[src/rtl/mem_stage_pkg.sv]
// rtl/mem_stage_pkg.sv - stall encoding, bus widths, load opcodes and bus layouts for mem_stage
package mem_stage_pkg;

    localparam int STALL_BUS_WD = 6;
    typedef logic [STALL_BUS_WD-1:0] stall_bus_t;
    localparam logic STOP    = 1'b1;
    localparam logic NO_STOP = 1'b0;

    localparam int EX_TO_MEM_BASE_WD = 76;
    localparam int MEM_TO_WB_BASE_WD = 70;
    localparam int DIV_WD            = 65;
    localparam int LOAD_OP_WD        = 3;
    localparam int EX_TO_MEM_WD      = EX_TO_MEM_BASE_WD + DIV_WD + LOAD_OP_WD;
    localparam int MEM_TO_WB_WD      = MEM_TO_WB_BASE_WD + DIV_WD;
    localparam int RF_FWD_WD         = 38;

    typedef enum logic [LOAD_OP_WD-1:0] {
        LOAD_NONE = 3'd0,
        LOAD_LB   = 3'd1,
        LOAD_LBU  = 3'd2,
        LOAD_LH   = 3'd3,
        LOAD_LHU  = 3'd4,
        LOAD_LW   = 3'd5
    } load_op_e;

    typedef struct packed {
        logic                  inst_div;
        logic [63:0]           div_result;
        logic [LOAD_OP_WD-1:0] load_op;
        logic [31:0]           pc;
        logic                  ram_en;
        logic [3:0]            ram_wen;
        logic                  sel_rf_res;
        logic                  rf_we;
        logic [4:0]            rf_waddr;
        logic [31:0]           ex_result;
    } ex_to_mem_t;

    typedef struct packed {
        logic        inst_div;
        logic [63:0] div_result;
        logic [31:0] pc;
        logic        rf_we;
        logic [4:0]  rf_waddr;
        logic [31:0] rf_wdata;
    } mem_to_wb_t;

endpackage

[src/rtl/mem_load_ext.sv]
// rtl/mem_load_ext.sv - selects and extends the byte/halfword/word of a load from SRAM read data
module mem_load_ext
    import mem_stage_pkg::*;
(
    input  load_op_e    load_op,
    input  logic [1:0]  offset,
    input  logic [31:0] rdata,
    output logic [31:0] value
);

    logic [7:0]  byte_sel;
    logic [15:0] half_sel;

    // Misaligned halfword/word accesses are not trapped; only offset[1] picks the half.
    always_comb begin
        byte_sel = rdata[7:0];
        case (offset)
            2'd1:    byte_sel = rdata[15:8];
            2'd2:    byte_sel = rdata[23:16];
            2'd3:    byte_sel = rdata[31:24];
            default: byte_sel = rdata[7:0];
        endcase
        half_sel = offset[1] ? rdata[31:16] : rdata[15:0];
    end

    always_comb begin
        value = '0;
        case (load_op)
            LOAD_LB:  value = {{24{byte_sel[7]}}, byte_sel};
            LOAD_LBU: value = {24'd0, byte_sel};
            LOAD_LH:  value = {{16{half_sel[15]}}, half_sel};
            LOAD_LHU: value = {16'd0, half_sel};
            LOAD_LW:  value = rdata;
            default:  value = '0;
        endcase
    end

endmodule

[src/rtl/mem_stage.sv]
// rtl/mem_stage.sv - pipeline MEM stage: EX->MEM register, load data extraction, WB bus and decode bypass
// Optional decode bypass is enabled with macro MEM_STAGE_FWD_EN; otherwise mem_to_id_fwd is tied to 0.
module mem_stage
    import mem_stage_pkg::*;
#(
    parameter int STALL_IDX = 3
) (
    input  logic                    clk,
    input  logic                    rst,
    input  logic [STALL_BUS_WD-1:0] stall,
    input  logic [EX_TO_MEM_WD-1:0] ex_to_mem_bus,
    input  logic [31:0]             data_sram_rdata,
    output logic [MEM_TO_WB_WD-1:0] mem_to_wb_bus,
    output logic [RF_FWD_WD-1:0]    mem_to_id_fwd
);

    ex_to_mem_t  ex_d;
    ex_to_mem_t  ex_q;
    mem_to_wb_t  wb;
    logic [31:0] load_value;
    logic        is_load;
    logic        stall_unused;

    assign stall_unused = ^stall;

    // Stalled here but not downstream: the next stage moves on, so insert a bubble.
    always_comb begin
        ex_d = ex_q;
        if (stall[STALL_IDX] == NO_STOP) begin
            ex_d = ex_to_mem_t'(ex_to_mem_bus);
        end else if (stall[STALL_IDX+1] == NO_STOP) begin
            ex_d = '0;
        end
    end

    always_ff @(posedge clk or posedge rst) begin
        if (rst) begin
            ex_q <= '0;
        end else begin
            ex_q <= ex_d;
        end
    end

    mem_load_ext u_load_ext (
        .load_op (load_op_e'(ex_q.load_op)),
        .offset  (ex_q.ex_result[1:0]),
        .rdata   (data_sram_rdata),
        .value   (load_value)
    );

    assign is_load = ex_q.ram_en && (ex_q.ram_wen == 4'd0) && ex_q.sel_rf_res;

    always_comb begin
        wb.inst_div   = ex_q.inst_div;
        wb.div_result = ex_q.div_result;
        wb.pc         = ex_q.pc;
        wb.rf_we      = ex_q.rf_we && (ex_q.rf_waddr != 5'd0);
        wb.rf_waddr   = ex_q.rf_waddr;
        wb.rf_wdata   = is_load ? load_value : ex_q.ex_result;
    end

    assign mem_to_wb_bus = wb;

`ifdef MEM_STAGE_FWD_EN
    assign mem_to_id_fwd = {wb.rf_we, wb.rf_waddr, wb.rf_wdata};
`else
    assign mem_to_id_fwd = '0;
`endif

endmodule

[config.mk]
export PLATFORM = sky130hd
export DESIGN_NAME = mem_stage
export DESIGN_NICKNAME = d
export VERILOG_FILES = /design/src/rtl/mem_stage_pkg.sv /design/src/rtl/mem_load_ext.sv /design/src/rtl/mem_stage.sv
export SDC_FILE = /design/constraint.sdc
export NUM_CORES = 1
export LEC_CHECK = 0
export CORE_ASPECT_RATIO = 0.9
export CORE_MARGIN = 3
export CORE_UTILIZATION = 40
export CTS_CLUSTER_SIZE = 20
export DETAILED_ROUTE_END_ITERATION = 8
export PLACE_DENSITY = 0.85
export RECOVER_POWER = 100
export REMOVE_ABC_BUFFERS = 1
export SETUP_SLACK_MARGIN = 0.3
export SYNTH_ARGS = -nofsm -noshare
export SYNTH_HDL_FRONTEND = slang
export SYNTH_SLANG_ARGS = --single-unit
[constraint.sdc]
create_clock -name clk -period 11.84 [get_ports clk]
set_input_delay 3.552 -clock clk [delete_from_list [all_inputs] [get_ports clk]]
set_output_delay 3.552 -clock clk [all_outputs]
set_load 0.02 [all_outputs]
==> summary.md <==
| Metric | Value |
|---|---|
| Number of buffers inserted by port buffering | `314` |
| Basic-gate share of the synthesized area counting and, or, nand and nor cells | `11.40%` |
| P_leak | `5.046 nW` |
| Failing checks | `capacitance limit, slew limit` |
| Final period util | `88.87%` |
| Boundary Pins | `357` |
| Largest clock skew in the final design | `0 ns` |
| Total grt overflow | `0` |
| Detailed placer's ending HPWL | `15,950 um` |
| Worst IR Drop VDD | `0.08482 mV` |
| Top cell family by delay on the critical path | `compound AO/OA/AOI/OAI gates` |
| Number of synthesized flops with an enable pin | `0` |
| Maximum level of the CTS H-tree | `4` |
| CP startpoint kind | `input pin` |
| Outcome | `finished, violations left` |
| Effective utilization at floorplan | `41.39%` |
| Vertical die dimension | `138.0 um` |
| Post-synthesis cell area | `7740 um^2` |
| Final min period | `10.52 ns` |
| Smallest setup slack after layout | `1.318 ns` |
| Clock Path Buffers | `2` |
| Number of clock sinks | `144` |
| Mapped Cells | `885` |
| Max-slew violation count | `428` |
| Wire length after detailed routing | `21,940 um` |
| Final core utilization | `56.99%` |
| Final #Nets | `1,246` |
| Number of detailed-route iterations in the first pass | `6` |
| Setup slack after placement | `2.037 ns` |
| Residual antenna-violating net count after detailed routing | `0` |
| Sequential element share of the synthesized area | `46.56%` |
| Initial detailed-routing violation count | `400` |
| Worst min-delay path category | `flop to flop` |
| Fraction of the mapped netlist area in compound gates | `15.34%` |
| Area added between synthesis and finish | `37.68%` |
| PostCTS Resize Cnt | `0` |
| Slew Limit Headroom | `-251.0%` |
| # DRC | `0` |
| Clock tree from TritonCTS | `done` |
| Endpoint required time on the critical path | `8.29 ns` |
| CP max FO | `16` |
| Synth Warn # | `0` |
| Via count of the first global-routing pass | `6,436` |
| Worst Path Arrival | `6.97 ns` |
| Yosys reg bits | `144` |
| Asr flop ratio synth | `100.0%` |
| Number of buffers inserted to repair setup after CTS | `0` |
| Overall fraction of global-route tracks in use | `20.04%` |
| Global-route wire length before repair | `33,750 um` |
| Antenna violations before repair | `0` |
| Largest stage delay on the critical path | `1.54 ns` |
| Crit end category | `primary output` |
| Type of the worst setup path | `input pin to primary output` |
| Pin count of the biggest net entering global routing | `147` |
| Final hold viol count | `0` |
| Hold-fix buffers, CTS | `0` |
| Number of buffers created by CTS | `17` |
| FMAX | `0.09504 GHz` |
| Most common flop cell mapped by yosys | `dfrtp_1` |
| Area taken by flip-flops and latches | `3603 um^2` |
| Vias per cell | `4.901` |
| Power density of the placed cells | `129.4 nW/um^2` |
| Average wire per standard cell | `16.63 um` |
| Combined area of the multi-input logic cells | `2399 um^2` |
| CTS clk-pin slew, worst paths | `0.06 ns` |
| Routability congestion estimate | `0.8902` |
| Reported max-cap violation count | `5` |
| Share of cells above drive strength 1 | `4.469%` |
| Distinct cell type count after synthesis | `38` |
| Setup_tns | `0 ns` |
| Antenna diodes | `0` |
| Die X | `152.6 um` |
| Final count of negative-setup-slack endpoints | `0` |
| Later-pin clock latency in the skew report | `0.40 ns` |
| Worst-Margin Slew | `5.265 ns` |
| RSZ-0062 raised after global routing | `no` |
| Xor and xnor area share after synthesis | `0.1132%` |
| Root cell of the clock tree | `clkbuf_16` |
| Layout fillers | `1,644` |
| Standard-cell row count | `47` |
| Cell chain of the critical path | `clkdlybuf4s50_1, mux4_2, nand2b_2, a2111oi_2, a221o_1, dlygate4sd3_1` |
| Total vias in the final route | `6,464` |
| Bufs and invs on worst path | `2` |
| Dominant combinational cell family by area after synthesis | `buffers and inverters` |
| Slowest cell on crit path | `a2111oi_2` |
| Multiplexer area fraction after synthesis | `2.457%` |
| Post-synthesis adder-cell area fraction | `0%` |
| Mapped Avg Cell Area | `8.746 um^2` |
| Core area | `18,700 um^2` |
| DIE AREA | `21,060 um^2` |
==> layout make-up <==
| class | count | area share (%) |
|---|---|---|
| tap | 245 | 2.877 |
| inverter | 154 | 5.436 |
| multi-input combinational | 426 | 22.51 |
| clock inverter | 13 | 1.632 |
| clock buffer | 18 | 4.027 |
| sequential | 144 | 33.81 |
| timing repair buffer | 319 | 29.71 |
==> routing by layer <==
layer  part of all wire [%]  vias up  global-route usage [%]
met1                     39     3034                   23.62
met3                    9.9       28                   8.518
met2                     50      313                   33.93
li1                       -     3089                       -
met4                    1.6        0                   5.641
met5                      0        -                       0
==> synthesized netlist by cell type (2+ instances only) <==
master    number  area (um^2)
nand2b_1       3        18.77
nand3b_1       2        15.01
a221oi_1       7        61.31
and2_1         2        12.51
o21ai_0      144        720.7
o211ai_1       2        15.01
a22oi_1        8        60.06
nand3_1      117        585.6
buf_1         10        37.54
nand2_1       45        168.9
o221ai_1       7        61.31
inv_1        154        578.1
nor2_1         3        11.26
mux4_2         8        180.2
clkbuf_1      41        153.9
buf_4        141         1059
buf_2          5        25.02
a221o_1       16        160.2
dfrtp_1      144         3603
o21ai_1        8        40.04
==> path summary, 6_finish.rpt <==
| kind | from | end | slack (ns) | depth (start not counted) |
|---|---|---|---|---|
| max in group asynchronous | rst | mem_to_wb_bus[78] | 3.01 | 3 |
| max reg2reg | ex_q[1] | ex_q[1] | 10.68 | 2 |
| min reg2reg | mem_to_wb_bus[116] | mem_to_wb_bus[116] | 0.47 | 2 |
| min in group asynchronous | rst | mem_to_wb_bus[64] | 4.75 | 2 |
| max | data_sram_rdata[23] | mem_to_wb_bus[21] | 1.32 | 6 |
| min | mem_to_wb_bus[116] | mem_to_wb_bus[116] | 0.47 | 2 |
==> sequential cells by signal, indices dropped and copies added, names as in the netlist <==
| signal | cells |
|---|---|
| ex_q | 42 |
| mem_to_wb_bus | 102 |
==> report_power, final <==
group,switching (W),total (W),internal (W)
Sequential,0.0000234,0.000552,0.000528
Clock,0.000218,0.000553,0.000335
Combinational,0.000145,0.000275,0.000130
Total,0.000386,0.00138,0.000993
==> through the flow <==
stage          area, um^2  cells  hold slack, ns  power [W]
6_report            10660   1319          0.4701   0.001379
5_1_grt             10660   1319          0.5000   0.001446
4_1_cts             10690   1319          0.4839   0.001411
3_5_place_dp        10080   1288          0.4691  0.0008498
3_3_place_gp        10080   1288          0.4625  0.0008418
2_1_floorplan        6593    724          0.4598  0.0006744
==> cells in the final DEF (no fill, tap or decap), drive strengths merged, types with 8 or more instances in the layout <==
cell,count
clkdlybuf4s50,177
inv,159
o21ai,152
dfrtp,144
dlygate4sd3,135
nand3,117
nand2,45
conb,38
clkbuf,21
a221o,16
mux4,8
a22oi,8
==> worst min-delay path, stage by stage (launching register included) <==
cell	delay, ns
dfrtp_1	0.34
nand2_1	0.04
o21ai_0	0.06
==> logic make-up (layout without fill, tap and decap cells) <==
family | after synthesis | count (layout)
AO/OA/AOI/OAI | 198 | 198
XOR/XNOR | 1 | 1
buffers and inverters | 352 | 504
flip-flops | 144 | 144
multiplexers | 9 | 9
other | 1 | 38
AND/OR/NAND/NOR | 180 | 180
Note: power is estimated with default switching activity, not from simulation.
